===== src/rtl/adl3_inverse_scan_if.sv =====
// rtl/adl3_inverse_scan_if.sv - start/result bundle for the ADL3 inverse scanner
//   start       : master -> slave, one-cycle scan request
//   target[2:0] : master -> slave, pattern {f1,f2,f3} captured with start
//   busy        : slave -> master, scan in progress
//   done        : slave -> master, one-cycle pulse when results are valid
//   match_mask  : slave -> master, bit k set when code k matches
//   match_count : slave -> master, number of matching codes (0..16)
//   first_idx   : slave -> master, lowest matching code (0 if none)
//   found       : slave -> master, at least one code matched
interface adl3_inverse_scan_if;
  logic        start;
  logic [2:0]  target;
  logic        busy;
  logic        done;
  logic [15:0] match_mask;
  logic [4:0]  match_count;
  logic [3:0]  first_idx;
  logic        found;

  modport master (
    output start, target,
    input  busy, done, match_mask, match_count, first_idx, found
  );

  modport slave (
    input  start, target,
    output busy, done, match_mask, match_count, first_idx, found
  );
endinterface


===== src/rtl/adl3_inverse_scan.sv =====
// rtl/adl3_inverse_scan.sv - scans A=0..15 of the ADL3 table for codes producing a target pattern
//   clk : rising-edge clock
//   rst : asynchronous active-high reset
//   bus : adl3_inverse_scan_if.slave (start/target in, busy/done/results out)
//   DWELL : cycles spent on each code, 1..8
//   ADL3_DONT_CARE_MATCH_EN : when defined, x table entries match either target bit;
//                             otherwise x entries are treated as 0
module adl3_inverse_scan #(
  parameter int DWELL = 1
) (
  input  logic                 clk,
  input  logic                 rst,
  adl3_inverse_scan_if.slave   bus
);

  localparam logic [1:0] ST_IDLE = 2'd0;
  localparam logic [1:0] ST_SCAN = 2'd1;
  localparam logic [1:0] ST_DONE = 2'd2;

  localparam logic [2:0] DWELL_LAST = 3'(DWELL - 1);

  logic [1:0]  state_q, state_d;
  logic [3:0]  idx_q, idx_d;
  logic [2:0]  dwell_q, dwell_d;
  logic [2:0]  target_q, target_d;
  logic [15:0] mask_q, mask_d;
  logic [4:0]  count_q, count_d;
  logic [3:0]  first_q, first_d;
  logic        found_q, found_d;

  logic [2:0]  code_val;
  logic        code_match;

  // Table value for the current code with every x entry written as 0.
  always_comb begin
    code_val = 3'b000;
    case (idx_q)
      4'd1:    code_val = 3'b100;
      4'd3:    code_val = 3'b011;
      4'd4:    code_val = 3'b101;
      4'd5:    code_val = 3'b110;
      4'd7:    code_val = 3'b110;
      4'd11:   code_val = 3'b001;
      4'd13:   code_val = 3'b101;
      4'd15:   code_val = 3'b001;
      default: code_val = 3'b000;
    endcase
  end

`ifdef ADL3_DONT_CARE_MATCH_EN
  logic [2:0] code_dc;

  // Positions of the x entries; those bits are excluded from the compare.
  always_comb begin
    code_dc = 3'b000;
    case (idx_q)
      4'd3:    code_dc = 3'b100;
      4'd5:    code_dc = 3'b001;
      4'd6:    code_dc = 3'b110;
      4'd9:    code_dc = 3'b001;
      4'd14:   code_dc = 3'b001;
      default: code_dc = 3'b000;
    endcase
  end

  assign code_match = ((code_val ^ target_q) & ~code_dc) == 3'b000;
`else
  assign code_match = (code_val == target_q);
`endif

  always_comb begin
    state_d  = state_q;
    idx_d    = idx_q;
    dwell_d  = dwell_q;
    target_d = target_q;
    mask_d   = mask_q;
    count_d  = count_q;
    first_d  = first_q;
    found_d  = found_q;
    case (state_q)
      ST_IDLE: begin
        if (bus.start) begin
          state_d  = ST_SCAN;
          target_d = bus.target;
          mask_d   = 16'h0000;
          count_d  = 5'd0;
          first_d  = 4'd0;
          found_d  = 1'b0;
          idx_d    = 4'd0;
          dwell_d  = 3'd0;
        end
      end
      ST_SCAN: begin
        if (dwell_q == DWELL_LAST) begin
          dwell_d = 3'd0;
          if (code_match) begin
            mask_d[idx_q] = 1'b1;
            count_d       = count_q + 5'd1;
            if (!found_q) begin
              first_d = idx_q;
              found_d = 1'b1;
            end
          end
          // idx parks at 15 after the last code rather than wrapping.
          if (idx_q == 4'd15) begin
            state_d = ST_DONE;
          end else begin
            idx_d = idx_q + 4'd1;
          end
        end else begin
          dwell_d = dwell_q + 3'd1;
        end
      end
      ST_DONE: state_d = ST_IDLE;
      default: state_d = ST_IDLE;
    endcase
  end

  always_ff @(posedge clk or posedge rst) begin
    if (rst) begin
      state_q  <= ST_IDLE;
      idx_q    <= 4'd0;
      dwell_q  <= 3'd0;
      target_q <= 3'd0;
      mask_q   <= 16'h0000;
      count_q  <= 5'd0;
      first_q  <= 4'd0;
      found_q  <= 1'b0;
    end else begin
      state_q  <= state_d;
      idx_q    <= idx_d;
      dwell_q  <= dwell_d;
      target_q <= target_d;
      mask_q   <= mask_d;
      count_q  <= count_d;
      first_q  <= first_d;
      found_q  <= found_d;
    end
  end

  assign bus.busy        = (state_q == ST_SCAN);
  assign bus.done        = (state_q == ST_DONE);
  assign bus.match_mask  = mask_q;
  assign bus.match_count = count_q;
  assign bus.first_idx   = first_q;
  assign bus.found       = found_q;

endmodule

===== src/flat_wrapper.sv =====
// flat-port wrapper written by rule: the top's interface ports become plain ports
module adl3_inverse_scan_flat 
#(
  parameter int DWELL = 1
)
  (clk, rst, bus_start, bus_target, bus_busy, bus_done, bus_match_mask, bus_match_count, bus_first_idx, bus_found);
  adl3_inverse_scan_if bus_i ();
  input  logic clk;
  input  logic rst;
  input wire logic [$bits(bus_i.start)-1:0] bus_start;
  input wire logic [$bits(bus_i.target)-1:0] bus_target;
  output wire logic [$bits(bus_i.busy)-1:0] bus_busy;
  output wire logic [$bits(bus_i.done)-1:0] bus_done;
  output wire logic [$bits(bus_i.match_mask)-1:0] bus_match_mask;
  output wire logic [$bits(bus_i.match_count)-1:0] bus_match_count;
  output wire logic [$bits(bus_i.first_idx)-1:0] bus_first_idx;
  output wire logic [$bits(bus_i.found)-1:0] bus_found;
  assign bus_i.start = bus_start;
  assign bus_i.target = bus_target;
  assign bus_busy = bus_i.busy;
  assign bus_done = bus_i.done;
  assign bus_match_mask = bus_i.match_mask;
  assign bus_match_count = bus_i.match_count;
  assign bus_first_idx = bus_i.first_idx;
  assign bus_found = bus_i.found;
  adl3_inverse_scan #(.DWELL(DWELL)) u_core (.clk(clk), .rst(rst), .bus(bus_i));
endmodule

===== config.mk =====
export PLATFORM = sky130hd
export DESIGN_NAME = adl3_inverse_scan_flat
export DESIGN_NICKNAME = d
export VERILOG_FILES = /design/src/rtl/adl3_inverse_scan_if.sv /design/src/rtl/adl3_inverse_scan.sv /design/src/flat_wrapper.sv
export SDC_FILE = /design/constraint.sdc
export NUM_CORES = 1
export LEC_CHECK = 0
export CAP_MARGIN = 20
export CORE_ASPECT_RATIO = 1.1
export CORE_UTILIZATION = 52
export DETAILED_ROUTE_END_ITERATION = 8
export GPL_TIMING_DRIVEN = 0
export PLACE_DENSITY = 0.81
export SYNTH_ARGS = -nofsm -noshare
export SYNTH_HDL_FRONTEND = slang
export SYNTH_SLANG_ARGS = --single-unit

===== constraint.sdc =====
create_clock -name clk -period 3.2 [get_ports clk]
set_input_delay 0.64 -clock clk [delete_from_list [all_inputs] [get_ports clk]]
set_output_delay 0.64 -clock clk [all_outputs]
set_load 0.1 [all_outputs]

==> results of run 1 <==
layer usage:
layer	track usage	up-vias
met5	0	-
met4	0.131	0
met3	0.0391	10
met2	0.426	47
met1	0.302	802
li1	-	764
sequential cells by signal, summed over array words and instances (netlist names):
name / cells
u_core.bus.first_idx: 4
u_core.bus.found: 1
u_core.bus.match_count: 5
u_core.bus.match_mask: 16
u_core.dwell_q: 3
u_core.idx_q: 4
u_core.state_q: 2
u_core.target_q: 3
synth_stat cells, types with 2 or more instances:
| cell | n |
|---|---|
| a21oi_1 | 3 |
| a22o_1 | 3 |
| a32o_1 | 6 |
| clkbuf_1 | 3 |
| dfrtp_1 | 38 |
| ha_1 | 7 |
| inv_1 | 10 |
| mux2_2 | 6 |
| mux2i_1 | 2 |
| nand2_1 | 30 |
| nand2b_1 | 4 |
| nand3_1 | 9 |
| nor2_1 | 5 |
| nor2b_1 | 6 |
| nor3_1 | 6 |
| nor3b_1 | 2 |
| nor4_1 | 2 |
| o21ai_0 | 4 |
| o21ai_1 | 7 |
| o21bai_1 | 2 |
| o2bb2ai_1 | 4 |
| o31ai_1 | 2 |
| o32ai_2 | 2 |
| or3_4 | 2 |
critical path: cells and delay by family, from the launching register on:
kind          cells  cell delay [ns]
buf+inv           2             1.33
flops             1             0.44
simple gates      1             0.22
stage by stage:
step / hold slack (ns) / instances / util
floorplan: 0.495 / 189 / -
global placement: 0.459 / 270 / 0.677
detailed placement: 0.474 / 271 / 0.685
CTS: 0.498 / 277 / 0.700
global route: 0.522 / 277 / 0.700
finish: 0.491 / 277 / 0.700
layout make-up:
cell class | instances | area, µm² | share of cell area
plain buffers | 7 | 38.8 | 0.0161
repair buffers | 34 | 358 | 0.148
well taps | 48 | 60.1 | 0.0249
multi-input cells | 134 | 913 | 0.379
clock buffers | 6 | 51.3 | 0.0213
flip-flops and latches | 38 | 951 | 0.395
inverters | 10 | 37.5 | 0.0156
kinds of logic (layout without fill, tap and decap cells):
kind of cell / Yosys count / in the layout / share of synthesized area
mux: 8 / 8 / 0.0451
fa+ha+maj: 7 / 7 / 0.0451
flops: 38 / 38 / 0.490
simple gates: 73 / 73 / 0.193
xor+xnor: 1 / 1 / 0.00451
compound gates: 45 / 45 / 0.183
buf+inv: 17 / 57 / 0.0393
path summary, 6_finish.rpt:
kind	from	endpoint
worst max-delay path	u_core.state_q[1]$_DFFE_PP0P_	bus_busy
worst max register to register	u_core.idx_q[0]$_DFFE_PP0P_	u_core.bus.first_idx[2]$_DFFE_PP0P_
min in group asynchronous	rst	u_core.bus.match_mask[15]$_DFFE_PP0P_
max in group asynchronous	rst	u_core.target_q[0]$_DFFE_PP0P_
worst min-delay path	u_core.bus.match_mask[2]$_DFFE_PP0P_	u_core.bus.match_mask[2]$_DFFE_PP0P_
worst min register to register	u_core.bus.match_mask[2]$_DFFE_PP0P_	u_core.bus.match_mask[2]$_DFFE_PP0P_
==> metrics.txt, run 1 <==
# port buffers 33; clk sinks 38; htree depth 2; largest net degree at the start of global routing 23; Clk Latency, worst-skew pair 0.35 ns; CP peak stage delay 1.16 ns; layout cells sized above 1 0.109; post-synth cell types 48; post-synthesis async set-or-reset flop share 1.00; syn nets 202; hold buffer count at CTS 0; Critical Path RT 2.56 ns; Routed Wire Length 4520 µm; Yosys warnings 0; critical-path cell with the highest stage delay clkdlybuf4s50_1; placed cell areas 2360 µm²; Starting Density 0.564; # Max-Cap Violations 0; Synth Flop Type dfrtp_1; Avg Inst Size Synth 10.3 µm²; DIE HEIGHT 66.1 µm; Gate Count Post-Synth 189; clock root buffer clkbuf_4; Mapped Area 1940 µm²; hold path depth 2; wire length on met1 1900 µm; CTS Buffer Depth 2; HPWL Detailed 3370 µm; setup bufs post-CTS 0; Core Rows 22; CP arrival 2.34 ns; CP endpoint kind primary output; reg-to-reg slack, setup 0.59 ns; worst r2r path cells 7; final net count 243; met2 WL 2310 µm; WL per Instance 16.3 µm; number of synthesized register bits 38; fmax 335 MHz; clock buffer count from CTS 5; Detail Route met3 WL 218 µm; Hold WC Path Type flop to flop; Hold Vio Cnt, Final 0; Routability Congestion 0.832; diode count 0; 1st-iter DRT viols 82; Clock Pin Slew Worst Setup and Hold Paths 0.11 ns; Setup Crit Path Kind flop to primary output; max-slew violations 0; fin crit share 0.933; CP Max Fanout 6; # setup viols final 0; Post-synth EDFFs 0; io pins 34; Via density 5.86; Place WS 0.274 ns; Core ar. 3440 µm²; Max Clock Skew 0.00787 ns; via count 1623; Area Overhead vs Synth 24.2%; leading cell type in the layout, fill and taps excluded dfrtp_1; Worst-Margin Slew 0.978 ns; Die ar. 3980 µm²; most frequent cells in the layout dfrtp_1 (38), clkdlybuf4s50_1 (33), nand2_1 (30), inv_1 (10), nand3_1 (9); leading area contributor after synthesis dfrtp_1; Post-CTS Resized 0; global-route wire length before repair 7290 µm; Max Used Layer met4; post-route ant nets 0; Area contributors post-synth dfrtp_1 (49%), nand2_1 (5.8%), ha_1 (4.5%); number of global-route vias before repair 1633; status finished clean; fin crit period 2.98 ns; grt total ovfl 0; die width 60.2 µm; startpoint types flop; post-synth top area share 0.490; router iterations before antenna repair 4; setup ws final 0.216 ns; antenna violations before repair 0; TritonCTS clock tree done; RSZ-0062 raised after global routing false; setup TNS 0 ns; Slew headroom 0.346; GRT Overall Usage 0.252; residual DRC count 0; worst-path cell chain nand2b_1 -> inv_1 -> clkdlybuf4s50_1; register area share after synthesis 0.490; fin area 2410 µm²; Layout fillers 284
Power of run 1 is left out: the tool's default activity adds up to more than one toggle a clock period on the data nets, which glitch-free logic cannot reach.
==> run 2, diff against run 1 <==
--- a/config.mk
+++ b/config.mk
@@ -7,10 +7,10 @@
 export LEC_CHECK = 0
 export CAP_MARGIN = 20
 export CORE_ASPECT_RATIO = 1.1
-export CORE_UTILIZATION = 52
+export CORE_UTILIZATION = 56
 export DETAILED_ROUTE_END_ITERATION = 8
 export GPL_TIMING_DRIVEN = 0
-export PLACE_DENSITY = 0.81
+export PLACE_DENSITY = 0.86
 export SYNTH_ARGS = -nofsm -noshare
 export SYNTH_HDL_FRONTEND = slang
 export SYNTH_SLANG_ARGS = --single-unit
==> constraint.sdc (replaced) <==
create_clock -name clk -period 3.52 [get_ports clk]
set_input_delay 0.704 -clock clk [delete_from_list [all_inputs] [get_ports clk]]
set_output_delay 0.704 -clock clk [all_outputs]
set_load 0.1 [all_outputs]
==> run 2 against run 1 <==
Against the previous run:
- sequential share of layout area rose by 0.10 points
- register-to-register slack improved by 0.17 ns
- sequential cell count unchanged
- count of clock-buffer cells in the layout grew 1
- utilization rose by 2.1 points
- cell area fell by 0.26%
- worst hold slack is essentially flat
- non-clock buffer count stayed put
- via count down 2.2%
- clock skew decreased by 0.00089 ns
- setup slack better by 0.25 ns
- wire length is 9.7% lower
==> metrics.txt, run 2 (synthesis results as in run 1) <==
status finished clean; clock root buffer clkbuf_4; final net count 243 (unchanged); 1st-iter DRT viols 79 (-3.7%); CP endpoint kind primary output; Die ar. 3700 µm² (-6.9%); Setup Crit Path Kind flop to primary output; number of global-route vias before repair 1585 (-2.9%); post-route ant nets 0 (unchanged); global-route wire length before repair 7150 µm (-1.9%); htree depth 2 (unchanged); residual DRC count 0 (unchanged); worst-path cell chain nand2b_1 -> inv_1 -> clkdlybuf4s50_1; Hold Path Sink u_core.bus.match_mask[3]$_DFFE_PP0P_; Largest register FFs 16 (unchanged); worst r2r path cells 7 (unchanged); CP arrival 2.35 ns (about the same); CP Max Fanout 6 (unchanged); die width 58.1 µm (-3.5%); Critical R2R Launch u_core.idx_q[0]$_DFFE_PP0P_; setup TNS 0 ns (unchanged); grt total ovfl 0 (unchanged); CTS Buffer Depth 2 (unchanged); reg2reg end u_core.bus.first_idx[2]$_DFFE_PP0P_; Post-CTS Resized 0 (unchanged); antenna violations before repair 0 (unchanged); RSZ-0062 raised after global routing false; critical-path cell with the highest stage delay clkdlybuf4s50_1; fin crit period 3.05 ns; clock buffer count from CTS 5 (unchanged); most frequent cells in the layout dfrtp_1 (38), clkdlybuf4s50_1 (33), nand2_1 (30), inv_1 (10), nand3_1 (9); io pins 34 (unchanged); largest net degree at the start of global routing 24 (+4.3%); clk sinks 38 (unchanged); GRT Overall Usage 0.254 (+0.00243); CP peak stage delay 1.17 ns (about the same); Critical Path RT 2.82 ns (+0.26 ns); hold path depth 2 (unchanged); Area Overhead vs Synth 23.9%; via count 1587 (-2.2%); Worst-Margin Slew 0.978 ns (-0.0000927 ns); Via density 5.71 (-2.6%); Max Clock Skew 0.00698 ns (-0.000885 ns); router iterations before antenna repair 5 (+1); # port buffers 33 (unchanged); Routed Wire Length 4080 µm (-9.7%); WL per Instance 14.7 µm (-10%); HPWL Detailed 3040 µm (-9.8%); Slew headroom 0.346 (about the same); fmax 328 MHz; Hold WC Path Type flop to flop; Clk Latency, worst-skew pair 0.34 ns (about the same); layout cells sized above 1 0.104 (-0.00482); max-slew violations 0 (unchanged); fin crit share 0.866; Routability Congestion 0.894 (+7.4%); Clock Pin Slew Worst Setup and Hold Paths 0.11 ns (about the same); Layout fillers 258 (-9.2%); diode count 0 (unchanged); hold path start u_core.bus.match_mask[3]$_DFFE_PP0P_; DIE HEIGHT 63.7 µm (-3.5%); hold buffer count at CTS 0 (unchanged); setup bufs post-CTS 0 (unchanged); TritonCTS clock tree done; # Max-Cap Violations 0 (unchanged); leading cell type in the layout, fill and taps excluded dfrtp_1; # setup viols final 0 (unchanged); Core Rows 22 (unchanged); Hold Vio Cnt, Final 0 (unchanged); startpoint types flop; reg-to-reg slack, setup 0.76 ns (+0.17 ns); Core ar. 3330 µm² (-3.2%); Starting Density 0.583 (+0.0186)
==> run 2: layer usage <==
layer	track usage	up-vias	routed length [µm]
met4	0.104	0	47
met2	0.399	44	2000
met5	0	-	0
met3	0.0547	6	195
met1	0.340	773	1840
li1	-	764	-
==> run 2: how the worst max path moves through the flow <==
stage | from | to | slack (ns) | depth (start not counted)
final | u_core.state_q[1]$_DFFE_PP0P_ | bus_busy | 0.47 | 3
after global routing | u_core.state_q[1]$_DFFE_PP0P_ | bus_busy | 0.39 | 3
after CTS | u_core.state_q[1]$_DFFE_PP0P_ | bus_busy | 0.48 | 3
after detailed placement | bus_start | u_core.bus.first_idx[2]$_DFFE_PP0P_ | 0.39 | 6
after global placement | bus_start | u_core.bus.first_idx[2]$_DFFE_PP0P_ | 0.40 | 6
after floorplan | u_core.state_q[0]$_DFFE_PP0P_ | bus_done | 1.06 | 1
==> run 2: area by class of cell <==
| type | instances | area [µm²] | share of cell area |
|---|---|---|---|
| buffer | 7 | 38.8 | 0.0161 |
| clock buffer | 7 | 45.0 | 0.0187 |
| inverter | 10 | 37.5 | 0.0156 |
| multi-input combinational | 134 | 913 | 0.380 |
| sequential | 38 | 951 | 0.396 |
| tap | 48 | 60.1 | 0.0250 |
| timing repair buffer | 34 | 358 | 0.149 |
==> run 2: through the flow <==
step	setup WS, ns	instance area, µm²	instances	utilization	hold slack, ns
2_1_floorplan	1.06	1940	189	-	0.495
3_3_place_gp	0.401	2330	270	0.700	0.466
4_1_cts	0.483	2400	278	0.722	0.495
6_report	0.470	2400	278	0.722	0.491
3_5_place_dp	0.389	2360	271	0.708	0.472
5_1_grt	0.386	2400	278	0.722	0.518
==> run 2: worst max-delay path, delay by kind of cell, from the launching register on <==
family        cells  cell delay [ns]
buf+inv           2             1.36
flops             1             0.43
simple gates      1             0.21
Power of run 2 is left out for the same reason.
